## config.mk

```make
export PLATFORM = sky130hd
export DESIGN_NAME = uart_tx_fifo
export DESIGN_NICKNAME = d
export VERILOG_FILES = /design/src/rtl/uart_tx_fifo.sv
export SDC_FILE = /design/constraint.sdc
export NUM_CORES = 1
export LEC_CHECK = 0
export ABC_CLOCK_PERIOD_IN_PS = 4280
export CORE_MARGIN = 10
export CORE_UTILIZATION = 60
export DETAILED_ROUTE_END_ITERATION = 16
export GPL_ROUTABILITY_DRIVEN = 0
export PLACE_DENSITY = 0.89
export SLEW_MARGIN = 20
export SYNTH_ARGS = -nofsm -noshare
export SYNTH_HDL_FRONTEND = slang
export SYNTH_SLANG_ARGS = --single-unit
```

## constraint.sdc

```tcl
create_clock -name FPGA_SYSCLK -period 4.28 [get_ports FPGA_SYSCLK]
set_clock_uncertainty 0.15 [all_clocks]
set_input_delay 0.642 -clock FPGA_SYSCLK [delete_from_list [all_inputs] [get_ports FPGA_SYSCLK]]
set_output_delay 0.642 -clock FPGA_SYSCLK [all_outputs]
set_load 0.01 [all_outputs]
```

## src/rtl/uart_tx_fifo.sv

```systemverilog
// Byte FIFO feeding an 8N1/8N2 UART transmitter on FPGA_SYSCLK.
// Define UART_TX_PARITY_EN to insert an even-parity bit (8E1/8E2 frames).
module uart_tx_fifo #(
  parameter int CLKS_PER_BIT = 1736,
  parameter int FIFO_DEPTH   = 16,
  parameter int STOP_BITS    = 1
) (
  input  logic                         FPGA_SYSCLK,
  input  logic                         RESET,
  input  logic [7:0]                   s_tdata,
  input  logic                         s_tvalid,
  output logic                         s_tready,
  output logic                         UART_RXD_OUT,
  output logic                         busy,
  output logic [$clog2(FIFO_DEPTH):0]  fifo_level
);

  localparam int AW = $clog2(FIFO_DEPTH);
  localparam int BW = $clog2(CLKS_PER_BIT);
  localparam logic [BW-1:0] BAUD_LAST  = BW'(CLKS_PER_BIT - 1);
  localparam logic [2:0]    STOP_LAST  = 3'(STOP_BITS - 1);
  localparam logic [AW:0]   FULL_LEVEL = (AW+1)'(FIFO_DEPTH);

`ifdef UART_TX_PARITY_EN
  typedef enum logic [2:0] {
    ST_IDLE,
    ST_START,
    ST_DATA,
    ST_PARITY,
    ST_STOP
  } state_t;
`else
  typedef enum logic [2:0] {
    ST_IDLE,
    ST_START,
    ST_DATA,
    ST_STOP
  } state_t;
`endif

  state_t          state_q, state_d;
  logic [BW-1:0]   baud_q, baud_d;
  logic [2:0]      bit_q, bit_d;
  logic [7:0]      data_q, data_d;
  logic            tx_q, tx_d;
  logic            rdy_q, rdy_d;
  logic [AW:0]     wr_ptr_q, wr_ptr_d;
  logic [AW:0]     rd_ptr_q, rd_ptr_d;
  logic [7:0]      mem_q [FIFO_DEPTH];

  logic            push;
  logic            pop;
  logic            fifo_empty;
  logic            baud_end;
  logic [7:0]      head_byte;

  // rdy_q keeps s_tready low during reset and for the release edge itself.
  assign fifo_level   = wr_ptr_q - rd_ptr_q;
  assign fifo_empty   = (fifo_level == '0);
  assign s_tready     = rdy_q && (fifo_level != FULL_LEVEL);
  assign push         = s_tvalid && s_tready;
  assign head_byte    = mem_q[rd_ptr_q[AW-1:0]];
  assign baud_end     = (baud_q == BAUD_LAST);
  assign busy         = (state_q != ST_IDLE) || !fifo_empty;
  assign UART_RXD_OUT = tx_q;

  always_comb begin
    wr_ptr_d = wr_ptr_q + (AW+1)'(push);
    rd_ptr_d = rd_ptr_q + (AW+1)'(pop);
    rdy_d    = 1'b1;
  end

  always_comb begin
    state_d = state_q;
    baud_d  = baud_q;
    bit_d   = bit_q;
    data_d  = data_q;
    pop     = 1'b0;
    case (state_q)
      ST_IDLE: begin
        if (!fifo_empty) begin
          pop     = 1'b1;
          data_d  = head_byte;
          state_d = ST_START;
          baud_d  = '0;
          bit_d   = '0;
        end
      end
      ST_START: begin
        if (baud_end) begin
          state_d = ST_DATA;
          baud_d  = '0;
          bit_d   = '0;
        end else begin
          baud_d = baud_q + 1'b1;
        end
      end
      ST_DATA: begin
        if (baud_end) begin
          baud_d = '0;
          if (bit_q == 3'd7) begin
            bit_d = '0;
`ifdef UART_TX_PARITY_EN
            state_d = ST_PARITY;
`else
            state_d = ST_STOP;
`endif
          end else begin
            bit_d = bit_q + 1'b1;
          end
        end else begin
          baud_d = baud_q + 1'b1;
        end
      end
`ifdef UART_TX_PARITY_EN
      ST_PARITY: begin
        if (baud_end) begin
          state_d = ST_STOP;
          baud_d  = '0;
          bit_d   = '0;
        end else begin
          baud_d = baud_q + 1'b1;
        end
      end
`endif
      ST_STOP: begin
        // Next byte is taken on the closing stop edge so frames abut.
        if (baud_end) begin
          baud_d = '0;
          if (bit_q == STOP_LAST) begin
            bit_d = '0;
            if (!fifo_empty) begin
              pop     = 1'b1;
              data_d  = head_byte;
              state_d = ST_START;
            end else begin
              state_d = ST_IDLE;
            end
          end else begin
            bit_d = bit_q + 1'b1;
          end
        end else begin
          baud_d = baud_q + 1'b1;
        end
      end
      default: begin
        state_d = ST_IDLE;
        baud_d  = '0;
        bit_d   = '0;
      end
    endcase
  end

  always_comb begin
    tx_d = 1'b1;
    case (state_q)
      ST_START:  tx_d = 1'b0;
      ST_DATA:   tx_d = data_q[bit_q];
`ifdef UART_TX_PARITY_EN
      ST_PARITY: tx_d = ^data_q;
`endif
      default:   tx_d = 1'b1;
    endcase
  end

  always_ff @(posedge FPGA_SYSCLK or posedge RESET) begin
    if (RESET) begin
      state_q  <= ST_IDLE;
      baud_q   <= '0;
      bit_q    <= '0;
      data_q   <= '0;
      tx_q     <= 1'b1;
      rdy_q    <= 1'b0;
      wr_ptr_q <= '0;
      rd_ptr_q <= '0;
    end else begin
      state_q  <= state_d;
      baud_q   <= baud_d;
      bit_q    <= bit_d;
      data_q   <= data_d;
      tx_q     <= tx_d;
      rdy_q    <= rdy_d;
      wr_ptr_q <= wr_ptr_d;
      rd_ptr_q <= rd_ptr_d;
    end
  end

  always_ff @(posedge FPGA_SYSCLK) begin
    if (push) begin
      mem_q[wr_ptr_q[AW-1:0]] <= s_tdata;
    end
  end

endmodule

```

==> Word-level counts from Yosys, hierarchy flattened <==
Memories as Yosys holds them, arrays and structs flattened.
Index checks and enable logic that the tools add are counted.
{ "totals": {"regBits": 37, "output_inout_bits": 8, "memories": 1, "word_cells": 71, "ramBits": 128, "in_bits": 11} }
{ "mem_list": {"columns": ["memory", "words", "width", "rd", "rd_ports_with_merged_regs", "write_ports", "line_no", "text"], "rows": [
  ["mem_q", 16, 8, 1, 0, 1, "49", "logic [7:0] mem_q [FIFO_DEPTH];"]
]} }
{ "classes": {"n_reduce_logical": 13, "n_lt_le_gt_ge": 1, "add_sub_neg": 5, "mux": 31, "eq_ne": 12} }
{ "ops": {"columns": ["op", "count"], "rows": [
  ["3-bit 2-to-1 mux", 12],
  ["8-bit 2-to-1 mux", 3],
  ["3-bit case mux with 4 select lines", 2],
  ["11-bit 2-to-1 mux", 2],
  ["11-bit case mux with 2 select lines", 1],
  ["8-bit case mux with 2 select lines", 1],
  ["2-bit != test, second input constant", 6],
  ["11-bit by 1-bit adder with 11-bit output, second input constant", 1],
  ["11-bit equality test, second input constant", 1],
  ["5-bit by 1-bit adder with 5-bit output", 2],
  ["1-bit 2-to-1 mux", 7],
  ["3-bit by 2-bit equality test with 1-bit output, second input constant", 2],
  ["3-bit logical NOT", 2],
  ["6-bit AND reduction", 1],
  ["5-bit logical NOT", 1],
  ["5-bit != test, second input constant", 1],
  ["5-bit subtractor", 1],
  ["3-bit by 4-bit < comparator with 1-bit output, second input constant", 1],
  ["1-bit case mux with 2 select lines", 2],
  ["4-bit AND reduction", 1],
  ["3-bit by 1-bit adder with 3-bit output, second input constant", 1],
  ["1-bit binary-select mux with 3-bit select", 1],
  ["3-bit by 1-bit equality test with 1-bit output, second input constant", 1],
  ["3-bit equality test, second input constant", 1],
  ["7 further kinds", 8]
]} }

==> Longest topological paths before layout <==
{ "logic_depth": {"depth_word": 7, "ltp_mapped": 14, "mapped_depth_nobuf": 13} }

==> Worst setup path before layout <==
Ideal clock, no wire load.
{ "synth_path": {"path_type": "flip-flop to flip-flop", "from": "register rd_ptr_q[1]", "to": "memory mem_q[12][0], enable pin", "arrival_time_ns": 3.229, "path_slack_ns": 0.506, "stages_incl_launch_ff": 10, "setup_time_ns": 0.395, "n_path_buf": 2, "required_ns": 3.735, "path_cell_list": "dfrtp_1 > buf_1 > inv_1 > fa_1 > xor2_2 > and4b_4 > o211ai_1 > nand3_2 > buf_2 > nor4_1"} }
{ "synth_via": {"elab_chain_cells": 6} }
{ "synth_rtl": {"columns": ["element", "line_no", "text"], "rows": [
  ["start, declared", "48", "logic [AW:0] rd_ptr_q, rd_ptr_d;"],
  ["start signal, assigned", "184", "rd_ptr_q <= rd_ptr_d;"],
  ["5-bit subtractor", "58", "assign fifo_level = wr_ptr_q - rd_ptr_q;"],
  ["via fifo_level[2]", "15", "output logic [$clog2(FIFO_DEPTH):0] fifo_level"],
  ["5-bit != test", "60", "assign s_tready = rdy_q && (fifo_level != FULL_LEVEL);"],
  ["1-bit logical AND", "60", null],
  ["1-bit logical AND", "61", "assign push = s_tvalid && s_tready;"],
  ["1-bit 2-to-1 mux", "189", "if (push) begin"],
  ["1-bit 2-to-1 mux (not written as such)", "190", "mem_q[wr_ptr_q[AW-1:0]] <= s_tdata;"],
  ["end, declared", "49", null]
]} }
The timed path passes the listed nets, and every way through them passes these cells.

==> Worst setup path after layout <==
{ "layout_path": {"from": "register wr_ptr_q[0]", "to": "output port busy"} }
{ "layout_via": {"elab_chain_cells": 4} }
{ "layout_rtl": {"columns": ["element", "line_no", "text"], "rows": [
  ["start, declared", "47", "logic [AW:0] wr_ptr_q, wr_ptr_d;"],
  ["start signal, assigned", "183", "wr_ptr_q <= wr_ptr_d;"],
  ["5-bit subtractor", "58", null],
  ["5-bit logical NOT", "59", "assign fifo_empty = (fifo_level == '0);"],
  ["1-bit logical NOT", null, null],
  ["1-bit logical OR", "64", "assign busy = (state_q != ST_IDLE) || !fifo_empty;"],
  ["end, declared", "14", "output logic busy,"]
]} }
Every way passes these cells.

==> results by group <==
Final layout
  – P&R area growth vs syn: 13.6%
  – Fill cells: 701
  – Layout cells sized above 1: 20.7%
  – ANT cells: 0
  – Most frequent cells in the layout: edfxtp_1 (128), dfrtp_1 (34), mux4_2 (33)
  – Nets: 490
  – Most common cell after layout, fill and taps aside: edfxtp_1
  – Post-layout instance area: 8050 µm²

Timing
  – Post-layout minimum cycle time: 4.15 ns
  – Crit share post-route: 97.1%
  – TNS Setup: 0 ns
  – Final hold vios: 0
  – Final setup fails: 0
  – Worst-margin pin slew: 0.938 ns
  – F_max: 241 MHz
  – Final Max Tran Viols: 0
  – RSZ-0062 raised after global routing: no
  – Slew Limit Headroom: 37.4%

Critical path
  – Crit path buf inv count: 4
  – CP Launch Type: flip-flop
  – Crit path max-delay family: buffers and inverters
  – Worst path slowest cell: clkdlybuf4s50_1
  – Critical Path AT: 3.36 ns
  – Worst Setup End Kind: output port
  – CP dominant cell by count: inv_1
  – CP Cell Sequence: inv_1 > ha_1 > inv_1 > fa_1 > xor2_2 > and4b_4 > o221a_2 > inv_2 > clkdlybuf4s50_1
  – Crit Path Category: reg2out
  – CP Data Required Time: 3.49 ns
  – Critical-path maximum fanout: 11
  – CP max stage delay: 0.58 ns

Yosys
  – Primary FF master, synth: edfxtp_1
  – Synth Net Count: 453
  – Ys async rst share: 22.0%
  – Post-synth EDFFs: 128
  – Yosys reg bits: 164
  – Distinct cells, synth: 55
  – Syn avg cell area: 16.7 µm²
  – Post-Syn Instances: 424
  – Ys Warns: 0
  – Synthesized cell area: 7090 µm²
  – Sequential share of the synthesized area: 66.9%

Power and ir drop
  – Leak: 0.00289 µW
  – Tot Pwr: 5600 µW
  – Pwr/cell area: 695 nW/µm²
  – Peak VDD IR: 0.000547 V

Place
  – DP Area: 7470 µm²
  – # port buffers: 18
  – HPWL Detailed: 9.42 mm

GRT
  – Overall Global Routing Usage: 18.4%
  – First-pass GRT wire length: 23.0 mm
  – Total grt overflow: 0
  – Number of antenna violations at the first check in global routing: 0
  – Vias in the first global route: 4015
  – Largest net degree at the start of global routing: 38

Floorplan
  – Row cnt: 39
  – Core area: 11500 µm²
  – DIE WIDTH: 129 µm
  – IO Count: 19
  – Die area: 16600 µm²
  – DIE HEIGHT: 129 µm
  – Starting Density: 61.6%

Clock network
  – Root Driver: clkbuf_16
  – Clock slew at reported path FFs: 0.07 ns
  – CTS sink count: 164
  – Post_cts resized: 0
  – Clock latency on the worst-skew pair: 0.44 ns
  – CTS Buf Count: 17
  – H-tree depth: 4
  – Clock buffer depth: 2
  – CTS tree: built

Detailed routing
  – Wire per inst: 23.2 µm
  – WL final: 14.3 mm
  – Routed vias/inst: 6.46
  – Post-DRT Antenna Nets: 0
  – DR vias: 3979
  – DRT Pass-1 Iters: 6
  – DRC: 0
  – Iteration-0 DRC Markers: 549

Run status
  – Status: finished clean

Worst hold path
  – Hold Crit Class: reg2reg

Run
  – Max-cap viol count: 0
kinds of logic after synthesis:
family,count (synthesis),share of synthesized area [%]
xor gates and xnor gates,9,1.22
adders and majority gates,18,3.28
DFF,164,66.9
and+or+nand+nor,88,7.11
other,1,0.0529
muxes,56,14.1
AOI/OAI and AO/OA,50,4.75
buffers and inverters,38,2.58
synth_stat cells, types with 2 or more instances:
library cell / n / area [µm²]
a211oi_1: 3 / 22.5
a21o_1: 4 / 30.0
a21oi_1: 7 / 35.0
a221oi_1: 5 / 43.8
a222oi_1: 3 / 30.0
and2_1: 4 / 25.0
and3_1: 4 / 25.0
buf_1: 5 / 18.8
buf_2: 4 / 20.0
buf_6: 2 / 22.5
clkbuf_1: 6 / 22.5
dfrtp_1: 35 / 876
edfxtp_1: 128 / 3840
ha_1: 17 / 213
inv_1: 18 / 67.6
mux2_2: 7 / 78.8
mux2i_1: 15 / 150
mux4_2: 33 / 743
nand2_1: 9 / 33.8
nand2b_1: 5 / 31.3
nand3_1: 17 / 85.1
nand3b_1: 3 / 22.5
nand4_1: 3 / 18.8
nor2_1: 14 / 52.6
nor2b_1: 3 / 18.8
nor3_1: 3 / 15.0
nor3b_1: 4 / 30.0
nor4_1: 9 / 56.3
nor4b_1: 2 / 17.5
o211ai_1: 2 / 15.0
o21ai_0: 17 / 85.1
o31ai_1: 2 / 15.0
or4_1: 3 / 22.5
xnor2_1: 4 / 35.0
xor2_1: 4 / 35.0
flip-flops by register name, summed over array words and instances (netlist names):
| register | cells |
|---|---|
| wr_ptr_q | 5 |
| bit_q | 3 |
| baud_q | 11 |
| data_q | 8 |
| UART_RXD_OUT | 1 |
| rd_ptr_q | 5 |
| mem_q | 128 |
| state_q | 2 |
| rdy_q | 1 |
per-stage QoR:
| stage | std cells | util (%) | setup WS [ns] | hold slack, ns |
|---|---|---|---|---|
| after floorplan | 424 | - | 0.506 | 0.307 |
| after global placement | 584 | 64.9 | 0.635 | 0.324 |
| after detailed placement | 584 | 64.9 | 0.486 | 0.335 |
| after CTS | 616 | 69.9 | 0.183 | 0.348 |
| after global routing | 616 | 69.9 | 0.0217 | 0.359 |
| final | 616 | 69.9 | 0.126 | 0.347 |
what timing repair did:
action,in CTS,in global routing
endpoints found under the setup margin,1,0
hold buffers,0,0
buffers inserted,1,0
final timing paths:
| kind | slack [ns] | from | to | depth (start not counted) |
|---|---|---|---|---|
| worst max-delay path | 0.13 | wr_ptr_q[0] | busy | 9 |
| max in group asynchronous | 2.68 | RESET | data_q[1] | 3 |
| worst min-delay path | 0.35 | wr_ptr_q[4] | wr_ptr_q[4] | 1 |
| worst max register to register | 0.60 | wr_ptr_q[0] | mem_q[0][6] | 10 |
| min in group asynchronous | 0.56 | RESET | wr_ptr_q[0] | 2 |
| worst min register to register | 0.35 | wr_ptr_q[4] | wr_ptr_q[4] | 1 |
layer usage:
layer	routed length, µm	vias up	global-route usage, %
li1	-	1760	-
met1	5830	2033	22.9
met2	7460	161	31.1
met3	794	25	4.85
met4	211	0	5.69
met5	0	-	0
final cells by class:
| cell class | count | area [µm²] | area share, % |
|---|---|---|---|
| Clock inverter | 14 | 146 | 1.82 |
| Timing Repair Buffer | 37 | 323 | 4.01 |
| Sequential cell | 164 | 4750 | 58.9 |
| Clock buffer | 17 | 425 | 5.28 |
| Inverter | 19 | 71.3 | 0.886 |
| Tap cell | 143 | 179 | 2.22 |
| Multi-Input combinational cell | 222 | 2160 | 26.8 |
power by group:
| group | internal, µW | switching (µW) |
|---|---|---|
| Combinational | 969 | 1050 |
| Sequential | 1930 | 176 |
| Clock | 814 | 663 |
| Total | 3710 | 1890 |
No activity file was read; power rests on OpenSTA's default activity.
